<file path="src/rtl/uart_transmitter.sv">
`timescale 1ns/1ps
`default_nettype none
// ============================================================================
// Module      : uart_transmitter
// Description : 8N1 UART transmitter with a ready/valid byte input and a
//               flop-driven TX line. Define UART_TX_PARITY_EN to insert an
//               even-parity bit between the data bits and the stop bit.
// Revision    : 1.0 - initial release
// ============================================================================
module uart_transmitter #(
    parameter int CLOCK_FREQ = 50_000_000,
    parameter int BAUD_RATE  = 115200
) (
    input  logic       clk,
    input  logic       rst,
    input  logic [7:0] data_in,
    input  logic       data_in_valid,
    output logic       data_in_ready,
    output logic       serial_out,
    output logic       busy
);

    localparam int CLKS_PER_BIT = CLOCK_FREQ / BAUD_RATE;
    localparam int c_BAUD_W     = (CLKS_PER_BIT > 1) ? $clog2(CLKS_PER_BIT) : 1;
    localparam logic [c_BAUD_W-1:0] c_BAUD_LAST = c_BAUD_W'(CLKS_PER_BIT - 1);

    generate
        if (CLKS_PER_BIT < 2) begin : g_bad_baud
            $error("uart_transmitter: CLOCK_FREQ/BAUD_RATE must be at least 2");
        end
    endgenerate

    typedef enum logic [2:0] {
        S_IDLE   = 3'd0,
        S_START  = 3'd1,
        S_DATA   = 3'd2,
`ifdef UART_TX_PARITY_EN
        S_PARITY = 3'd3,
`endif
        S_STOP   = 3'd4
    } state_t;

    state_t               r_state;
    state_t               w_state_nxt;
    logic [c_BAUD_W-1:0]  r_baud;
    logic [c_BAUD_W-1:0]  w_baud_nxt;
    logic [2:0]           r_bit_idx;
    logic [2:0]           w_bit_nxt;
    logic [7:0]           r_shift;
    logic [7:0]           w_shift_nxt;
    logic                 r_serial;
    logic                 w_serial_nxt;
    logic                 w_baud_done;
`ifdef UART_TX_PARITY_EN
    logic                 r_parity;
    logic                 w_parity_nxt;
`endif

    assign w_baud_done   = (r_baud == c_BAUD_LAST);
    assign data_in_ready = (r_state == S_IDLE);
    assign busy          = ~data_in_ready;
    assign serial_out    = r_serial;

    always_ff @(posedge clk or negedge rst) begin
        if (!rst) begin
            r_state   <= S_IDLE;
            r_baud    <= '0;
            r_bit_idx <= '0;
            r_shift   <= '0;
            r_serial  <= 1'b1;
`ifdef UART_TX_PARITY_EN
            r_parity  <= 1'b0;
`endif
        end else begin
            r_state   <= w_state_nxt;
            r_baud    <= w_baud_nxt;
            r_bit_idx <= w_bit_nxt;
            r_shift   <= w_shift_nxt;
            r_serial  <= w_serial_nxt;
`ifdef UART_TX_PARITY_EN
            r_parity  <= w_parity_nxt;
`endif
        end
    end

    // The line level for the next bit period is computed here so that it
    // leaves a flop on the same edge that the state advances.
    always_comb begin
        w_state_nxt  = r_state;
        w_baud_nxt   = r_baud;
        w_bit_nxt    = r_bit_idx;
        w_shift_nxt  = r_shift;
        w_serial_nxt = r_serial;
`ifdef UART_TX_PARITY_EN
        w_parity_nxt = r_parity;
`endif
        if (r_state != S_IDLE) begin
            w_baud_nxt = w_baud_done ? '0 : r_baud + 1'b1;
        end

        case (r_state)
            S_IDLE: begin
                w_serial_nxt = 1'b1;
                if (data_in_valid) begin
                    w_state_nxt  = S_START;
                    w_baud_nxt   = '0;
                    w_bit_nxt    = '0;
                    w_shift_nxt  = data_in;
                    w_serial_nxt = 1'b0;
`ifdef UART_TX_PARITY_EN
                    w_parity_nxt = ^data_in;
`endif
                end
            end
            S_START: begin
                if (w_baud_done) begin
                    w_state_nxt  = S_DATA;
                    w_bit_nxt    = '0;
                    w_serial_nxt = r_shift[0];
                end
            end
            S_DATA: begin
                if (w_baud_done) begin
                    w_shift_nxt = r_shift >> 1;
                    w_bit_nxt   = r_bit_idx + 3'd1;
                    if (r_bit_idx == 3'd7) begin
`ifdef UART_TX_PARITY_EN
                        w_state_nxt  = S_PARITY;
                        w_serial_nxt = r_parity;
`else
                        w_state_nxt  = S_STOP;
                        w_serial_nxt = 1'b1;
`endif
                    end else begin
                        w_serial_nxt = r_shift[1];
                    end
                end
            end
`ifdef UART_TX_PARITY_EN
            S_PARITY: begin
                if (w_baud_done) begin
                    w_state_nxt  = S_STOP;
                    w_serial_nxt = 1'b1;
                end
            end
`endif
            S_STOP: begin
                if (w_baud_done) begin
                    w_state_nxt  = S_IDLE;
                    w_serial_nxt = 1'b1;
                end
            end
            default: begin
                w_state_nxt  = S_IDLE;
                w_baud_nxt   = '0;
                w_serial_nxt = 1'b1;
            end
        endcase
    end

endmodule
`default_nettype wire

</file>
<file path="config.mk">
export PLATFORM = sky130hd
export DESIGN_NAME = uart_transmitter
export DESIGN_NICKNAME = d
export VERILOG_FILES = /design/src/rtl/uart_transmitter.sv
export SDC_FILE = /design/constraint.sdc
export NUM_CORES = 1
export LEC_CHECK = 0
export BUFFER_PORTS_ARGS = -buffer_cell sky130_fd_sc_hd__clkbuf_2
export CORE_UTILIZATION = 27
export CTS_BUF_LIST = sky130_fd_sc_hd__clkbuf_4 sky130_fd_sc_hd__clkbuf_8
export DETAILED_ROUTE_END_ITERATION = 10
export PLACE_DENSITY_LB_ADDON = 0.3
export SYNTH_ARGS = -nofsm -noshare
export SYNTH_HDL_FRONTEND = slang
export SYNTH_SLANG_ARGS = --single-unit
</file>
<file path="constraint.sdc">
create_clock -name clk -period 2.4 [get_ports clk]
set_input_delay 0.48 -clock clk [delete_from_list [all_inputs] [get_ports clk]]
set_output_delay 0.48 -clock clk [all_outputs]
set_load 0.01 [all_outputs]
</file>
==> impl_metrics.ini, run 1 <==
[detailed_routing]
first_pass_iters = 4
via_count = 966
avgViaCountPerCell = 4.83
final_antenna_net_count = 0
drt_iter0_drc = 23
drc = 0
routedWlPerCell_um = 13.2
drt-total-wl_mm = 2.63

[cells_and_area]
layout-drive-gt1-share_pct = 32.3
areaGrowthSynthToFinish_pct = 14.5
antenna_cells = 0
final_cells = 200
nets = 149
final_area_um2 = 1570

[setup_path]
startpoint = r_baud[0]
crit_required_ns = 2.55
criticalPathCategory = reg2reg
r2r_start = r_baud[0]
end_kind = flop
cp-start-kind = flop
arrival_ns = 2.21
critPathMaxFanout = 8

[min_path]
hold_path.class = in2async

[clocking]
hold_buffers = 0
cts_htree_levels = 1
root_buffer = clkbuf_8
postCtsSetupRepairBufs = 0
clk_pin_slew_ns = 0.09
numCtsBuffers = 3
cts_tree = yes
clock_sinks = 24
clk_latency_ns = 0.27
cts-resized-gates = 0
clk_path_buf_depth = 2

[timing]
rsz0062_at_grt = no
post-route-min-period_ns = 2.06
worstMarginPinSlew_ns = 0.593
post-route-period-util_pct = 85.8
finalSetupViolCount = 0
max_slew_margin_pct = 60.4
clock.fmax_mhz = 486
setup_tns_ns = 0
finalHoldViolCount = 0
report.final.slew_viol_count = 0
fin_skew_ns = 0.00698
worst_hold_slack_ns = 0.196

[global_route]
track_usage_pct = 10.8
grt_pass1_wl_mm = 4.49
grt_max_degree = 25
grt_pass1_vias = 958
grt_antenna_before_repair = 0
grt_overflow = 0

[yosys]
synth_area_leader_cell = dfrtp_1
synth_cell_types = 41
seq_area_frac_synth_pct = 44.0
syn_inst = 119
synthTopCellsByArea = dfrtp_1 42%, mux2_4 7.7%, mux2_2 5.8%, xor2_1 4.5%, ha_1 3.7%
synth_top_area_share_pct = 42.0
synth_edf_count = 0
synthFlopType = dfrtp_1
ys.warnings.count = 0
syn_area_um2 = 1370
async_reset_ff_share_pct = 100
syn_avg_cell_area_um2 = 11.5
synth_seq_cells = 24
synth_nets = 134

[power_and_ir_drop]
p_per_area_nw_per_um2 = 814
ir_worst_vdd_mv = 0.282
p_total_mw = 1.28
leakagePower_nw = 0.703

[floorplan]
io_pins = 14
chipHeight_um = 73.2
row_count = 25
die-area_um2 = 5360
die_x_um = 73.2
core-area_um2 = 4790
start_util_pct = 28.6

[flow_run]
drv_cap = 0

[status]
outcome = complete, no violations

[place]
place_inst = 196
gp_congestion = 0.806
dpl.hpwl_mm = 1.97
port_buffers = 13
place_area_um2 = 1500
-- final cells by class --
| class | instances | area, µm² |
|---|---|---|
| fill | 497 | 3220 |
| multi-input combinational | 85 | 707 |
| sequential | 24 | 602 |
| tap | 67 | 83.8 |
| timing repair buffer | 15 | 80.1 |
| clock buffer | 3 | 41.3 |
| clock inverter | 1 | 30.0 |
| inverter | 5 | 23.8 |
-- per-layer routing --
layer,GRT usage [%],part of all wire [%],vias to the layer above,wire length (µm)
met4,1.96,0.76,0,20
met1,13.9,46,479,1220
met3,2.90,3.6,2,95
li1,-,-,469,-
met2,18.3,49,16,1290
met5,0,0,-,0
-- cell families (layout without fill, tap and decap cells) --
| family | after synthesis | count (layout) | synth area share (%) |
|---|---|---|---|
| mux | 14 | 14 | 13.4 |
| buf+inv | 10 | 24 | 4.39 |
| flops | 24 | 24 | 44.0 |
| simple gates | 39 | 39 | 16.5 |
| compound gates | 20 | 20 | 13.0 |
| xor+xnor | 8 | 8 | 5.12 |
| fa+ha+maj | 4 | 4 | 3.66 |
-- cells in the final DEF, fill, tap and decap left out, drive strengths merged, types with 4 or more instances in the layout --
master	instances
inv	4
nand4	7
dfrtp	23
ha	4
nand2	5
clkbuf	16
nor2	11
mux2	14
xor2	7
-- sequential cells by signal, indices dropped and copies added, names as in the netlist --
register	flops
r_baud	9
r_bit_idx	3
r_shift	8
r_state	3
serial_out	1
-- critical path, cell delays in order, from the launching register on --
cell and delay, ns:
dfrtp_1 0.47, ha_1 0.23, and4b_4 0.22, and2_0 0.28, a21boi_4 0.40, mux2_4 0.33
-- power breakdown --
group | internal, mW | total (mW) | switching, mW
combinational | 0.155 | 0.286 | 0.131
sequential | 0.521 | 0.636 | 0.114
clock | 0.223 | 0.355 | 0.132
total | 0.899 | 1.28 | 0.378
-- through the flow --
step / setup slack [ns] / utilization [%]
2_1_floorplan: 0.538 / -
3_3_place_gp: 0.423 / 31.3
3_5_place_dp: 0.354 / 31.3
4_1_cts: 0.341 / 32.8
5_1_grt: 0.254 / 32.8
6_report: 0.340 / 32.8
-- Yosys cell counts, drive strengths merged, types with 2 or more instances --
cell and number:
dfrtp 23, mux2 14, nor2 11, nand4 7
xor2 7, nand2 5, buf 4, ha 4
inv 4, a2111oi 3, a32o 3, nand3 3
nor3 3, o21ai 3, a211o 2, a21oi 2
or3 2
-- worst paths after layout --
path | end | slack (ns) | depth (start not counted)
max reg2reg | r_shift[6] | 0.34 | 5
max in group asynchronous | r_shift[6] | 1.81 | 1
min | r_state[2] | 0.20 | 1
min in group clk | r_shift[7] | 0.46 | 2
max | r_shift[6] | 0.34 | 5
min reg2reg | r_shift[7] | 0.50 | 1
Power figures use the tool's default switching activity.
==> run 2: changes to the inputs <==
Settings changed: CORE_ASPECT_RATIO set to 1.75, CTS_CLUSTER_DIAMETER set to 60.
==> run 2 against run 1 <==
  * Wire length grew 0.49%
  * Cell count shrank 7.5%
  * Die area grew 0.22%
  * Critical path depth is the same
  * Non-clock buffer count is the same
  * Worst setup slack gained 0.025 ns
  * First-iteration DRC count shrank 30%
  * Via count shrank 0.31%
  * Clock skew is essentially flat
  * Critical path type unchanged
  * Critical endpoint is now r_shift[1]
  * Largest cell class unchanged
  * Largest power group unchanged
==> impl_metrics.ini, run 2 (same netlist as run 1, synthesis figures left out) <==
[status]
outcome = complete, no violations

[global_route]
track_usage_pct = 11.2
grt_pass1_wl_mm = 4.67
grt_max_degree = 25
grt_pass1_vias = 988
grt_overflow = 0
grt_antenna_before_repair = 0

[setup_path]
path_buf_inv = 0
critical_path_depth = 5
path_cells = ha_1 -> and4b_4 -> and2_0 -> a21boi_4 -> mux2_4
cp-start-kind = flop
endpoint = r_shift[1]
rr_worst_depth = 5
arrival_ns = 2.20
end_kind = flop
r2r-end = r_shift[1]
cp_top_family = simple AND/OR/NAND/NOR gates
crit_path_top_delay_cell = dfrtp_1
criticalPathCategory = reg2reg
r2r_slack_ns = 0.37
startpoint = r_baud[0]
crit_required_ns = 2.56
critPathMaxFanout = 8
r2r_start = r_baud[0]
cpPeakStageDelay_ns = 0.46

[cells_and_area]
reg_top3 = r_baud (9), r_shift (8)
largest_reg_flops = 9
antenna_cells = 0
nets = 149
final_common_cell = dfrtp_1
layout-drive-gt1-share_pct = 32.3
final_area_um2 = 1550
layout_common_cells = 23 x dfrtp_1, 13 x clkbuf_2, 10 x nor2_1
areaGrowthSynthToFinish_pct = 13.2
registers.top_by_ff_count = r_baud

[timing]
rsz0062_at_grt = no
worstMarginPinSlew_ns = 0.600
report.final.slew_viol_count = 0
worst_hold_slack_ns = 0.195
finalHoldViolCount = 0
post-route-min-period_ns = 2.03
finalSetupViolCount = 0
post-route-period-util_pct = 84.8
fin_skew_ns = 0.00717
setup_tns_ns = 0
clock.fmax_mhz = 491
max_slew_margin_pct = 60.0

[flow_run]
drv_cap = 0

[power_and_ir_drop]
p_sw_share_pct = 29.5
p_per_area_nw_per_um2 = 825
ir_worst_vdd_mv = 0.395
power_frac_comb_pct = 22.4
power.share.clock_pct = 28.1
p_sw_mw = 0.377
internal_power_mw = 0.900
seqPwrFrac_pct = 49.5
leakagePower_nw = 0.703

[detailed_routing]
via_count = 963
avgViaCountPerCell = 5.21
drt-total-wl_mm = 2.64
drt_iter0_drc = 16
final_antenna_net_count = 0
routedWlPerCell_um = 14.3
first_pass_iters = 4
drc = 0

[clocking]
cts-resized-gates = 0
clk_pin_slew_ns = 0.09
postCtsSetupRepairBufs = 0
hold_buffers = 0
clk_path_buf_depth = 2
root_buffer = clkbuf_8
cts_htree_levels = 1
clock_sinks = 24
cts_tree = yes
numCtsBuffers = 3
clk_latency_ns = 0.27

[place]
port_buffers = 13
place_area_um2 = 1480
gp_congestion = 0.760
dpl.hpwl_mm = 1.99

[floorplan]
die_x_um = 55.8
io_pins = 14
core-area_um2 = 4790
die-area_um2 = 5370
chipHeight_um = 96.2
row_count = 33
start_util_pct = 28.6

[min_path]
hold_path.class = in2async
run 2: cell counts in the layout (fill, tap and decap cells not counted):
Identical to the previous run, type by type.
run 2: stage by stage:
stage | instances | power [mW] | setup WS, ns | util, %
floorplan | 119 | 0.834 | 0.538 | -
global placement | 181 | 0.918 | 0.427 | 30.9
detailed placement | 181 | 0.929 | 0.369 | 30.9
CTS | 185 | 1.29 | 0.355 | 32.3
global route | 185 | 1.36 | 0.242 | 32.3
finish | 185 | 1.28 | 0.365 | 32.3
run 2: worst reg2reg max path, cell delays in order, from the launching register on:
cell and delay (ns):
dfrtp_1 0.46, ha_1 0.23, and4b_4 0.22, and2_0 0.28
a21boi_4 0.40, mux2_4 0.33
run 2: power by group through the flow:
stage / clock network [mW] / registers, mW / logic [mW]
floorplan: 0 / 0.612 / 0.223
CTS: 0.370 / 0.633 / 0.291
finish: 0.359 / 0.633 / 0.286
detailed placement: 0 / 0.639 / 0.290
global placement: 0 / 0.635 / 0.284
global route: 0.386 / 0.649 / 0.321
run 2: worst min path at each step:
stage                     depth (start not counted)         end
after floorplan                                   0   r_baud[0]
after global placement                            1  r_shift[7]
after detailed placement                          1  r_shift[7]
after CTS                                         1   r_baud[6]
after global routing                              1   r_baud[6]
final                                             1   r_baud[6]
run 2: final cells by class:
cell class / instances / area [µm²]
multi-input cells: 85 / 707
inverters: 5 / 23.8
well taps: 52 / 65.1
clock buffers: 3 / 41.3
repair buffers: 15 / 80.1
flip-flops and latches: 24 / 602
clock inverters: 1 / 30.0
fillers: 501 / 3240
run 2: routing by layer:
layer,vias up,GRT usage [%],wire (µm)
li1,469,-,-
met1,474,12.8,1120
met2,15,20.3,1410
met3,5,2.02,68
met4,0,4.88,48
met5,-,0,0
==> run 3: changes to the inputs <==
Settings changed: ABC_AREA set to 1.
Clock period 2.4 ns to 2.05 ns, I/O delays scaled along.
==> run 3 against run 2 <==
  * The flow now finishes with violations (DRC)
  * Cell count is 39% higher
  * First-iteration DRC count rose to 2.5 times the previous value
  * Sequential share of layout area down 1.0 points
  * Synthesized cell count up 59%
  * Cell area is 2.7% higher
  * Count of clock-buffer cells in the layout is 1 higher
  * Hold slack worse by 0.053 ns
  * Critical path depth is 1 lower
  * Core utilization fell by 0.66 points
  * Largest cell class unchanged
  * Highest routed layer unchanged
==> impl_metrics.ini, run 3 <==
[cells_and_area]
reg_top3 = r_baud (9), r_shift (8)
nets = 220
final_cells = 258
layout-drive-gt1-share_pct = 19.1
antenna_cells = 0
final_common_cell = nand2_1
areaGrowthSynthToFinish_pct = 11.8
final_area_um2 = 1590
num-fill-cells = 540
largest_reg_flops = 9
fin_util_pct = 31.7
registers.top_by_ff_count = r_baud
layout_common_cells = 52 x nand2_1, 29 x inv_1, 23 x dfrtp_1

[yosys]
syn_avg_cell_area_um2 = 7.53
synthSimpleGateAreaFrac_pct = 31.0
synth_top_area_share_pct = 40.5
synth_nets = 204
async_reset_ff_share_pct = 100
synthAdderAreaFrac_pct = 3.52
ys.warnings.count = 0
synth_top_family_by_area = simple AND/OR/NAND/NOR gates
synth-compound-area-share_pct = 11.1
synth_cell_types = 25
yosysMostFrequentCell = nand2_1
synthFlopType = dfrtp_1
synthTopCellsByArea = dfrtp_1 40%, nand2_1 14%, inv_1 7.7%, nor2_1 4.0%, nand3_1 3.9%
syn_inst = 189
yosys-top-cells-count = 52 x nand2_1, 29 x inv_1, 23 x dfrtp_1
synth_seq_cells = 24
syn_area_um2 = 1420
synth_mux_area_share_pct = 0
synth_edf_count = 0
seq_area_frac_synth_pct = 42.3
synth_xor_xnor_area_share_pct = 1.23
synth_area_leader_cell = dfrtp_1

[global_route]
grtUsageMet1_pct = 13.6
busiest_layer = met2
grt_max_degree = 25
grtUsageMet3_pct = 1.99
grt_overflow = 0
grt_antenna_before_repair = 0
grt_pass1_wl_mm = 5.18
track_usage_pct = 11.9
use_met2_pct = 21.4
grt_pass1_vias = 1165

[setup_path]
cp-start-kind = flop
rr_worst_depth = 8
r2r-end = r_shift[5]
path_cells = nor2_4 -> nand2_4 -> inv_4 -> clkbuf_2
cpPeakStageDelay_ns = 0.45
arrival_ns = 1.25
crit_required_ns = 1.64
end_kind = output pin
critPathMaxFanout = 10
r2r_start = r_baud[1]
crit_path_top_delay_cell = dfrtp_1
criticalPathCategory = reg2out
r2r_slack_ns = 0.49

[floorplan]
io_pins = 14
core-area_um2 = 5020
row_count = 34
start_util_pct = 28.3
die_x_um = 56.9
die-area_um2 = 5570
chipHeight_um = 98.0

[detailed_routing]
routedWlPerCell_um = 10.8
via_count = 1204
drt_iter0_drc = 40
final_antenna_net_count = 0
drc = 4
first_pass_iters = 7
drt-total-wl_mm = 2.80
avgViaCountPerCell = 4.67

[clocking]
clock_sinks = 24
clk_latency_ns = 0.27
cts_tree = yes
root_buffer = clkbuf_8
cts_htree_levels = 1
clk_path_buf_depth = 2
hold_buffers = 0
clk_pin_slew_ns = 0.09
cts-resized-gates = 0
postCtsSetupRepairBufs = 0
numCtsBuffers = 3

[status]
outcome = finished with violations
violations = DRC

[place]
place_inst = 254
dp_slack_ns = 0.487
place_area_um2 = 1540
gp_congestion = 0.816
dpl.hpwl_mm = 2.16
port_buffers = 13

[timing]
finalHoldViolCount = 0
report.final.slew_viol_count = 0
worstMarginPinSlew_ns = 0.619
fin_skew_ns = 0.00608
rsz0062_at_grt = no
max_slew_margin_pct = 58.7
post-route-period-util_pct = 81.0
clock.fmax_mhz = 602
setup_tns_ns = 0
layout_setup_ws_ns = 0.389
finalSetupViolCount = 0
post-route-min-period_ns = 1.66
worst_hold_slack_ns = 0.141

[power_and_ir_drop]
seqPwrFrac_pct = 36.2
power_frac_comb_pct = 47.7
power.share.clock_pct = 16.2
p_sw_mw = 0.899
p_per_area_nw_per_um2 = 1270
internal_power_mw = 1.12
p_total_mw = 2.02
leakagePower_nw = 0.847
ir_worst_vdd_mv = 0.427
p_sw_share_pct = 44.6

[min_path]
hold_path.class = in2async

[flow_run]
drv_cap = 0
-- run 3: critical path: cells and delay by family (launching register included) --
family / cells / cell delay, ns
DFF: 1 / 0.45
and+or+nand+nor: 2 / 0.30
buffers and inverters: 2 / 0.23
-- run 3: layout make-up --
| class | instances | area [µm²] | share of cell area [%] |
|---|---|---|---|
| Clock buffer | 4 | 55.1 | 3.46 |
| Inverter | 33 | 126 | 7.95 |
| Multi-Input combinational cell | 129 | 667 | 41.9 |
| Sequential cell | 24 | 602 | 37.8 |
| Tap cell | 54 | 67.6 | 4.25 |
| Timing Repair Buffer | 14 | 72.6 | 4.56 |
-- run 3: how the worst max path moves through the flow --
stage / start / endpoint / slack (ns) / depth (start not counted)
final: r_state[2] / data_in_ready / 0.39 / 4
after global routing: r_state[2] / data_in_ready / 0.33 / 4
after CTS: r_state[2] / data_in_ready / 0.38 / 4
after detailed placement: r_baud[1] / r_shift[5] / 0.49 / 8
after global placement: r_baud[1] / r_shift[1] / 0.52 / 8
after floorplan: r_baud[1] / r_shift[7] / 0.67 / 8
-- run 3: cell families after synthesis --
family	count (synthesis)
flip-flops	24
AO/OA/AOI/OAI	27
XOR/XNOR	2
AND/OR/NAND/NOR	96
adder cells (fa/ha/maj)	4
buffers and inverters	36
-- run 3: metal layers --
layer	share of wire, %	vias up
met5	0	-
met4	2.1	0
met3	2.6	4
met2	52	11
met1	43	564
li1	-	625
-- run 3: power groups by stage --
stage | Combinational, mW | Clock (mW) | Sequential, mW
after CTS | 0.984 | 0.340 | 0.732
final | 0.962 | 0.326 | 0.730
after global placement | 0.985 | 0 | 0.740
after floorplan | 0.775 | 0 | 0.724
after detailed placement | 0.981 | 0 | 0.741
after global routing | 1.12 | 0.356 | 0.750
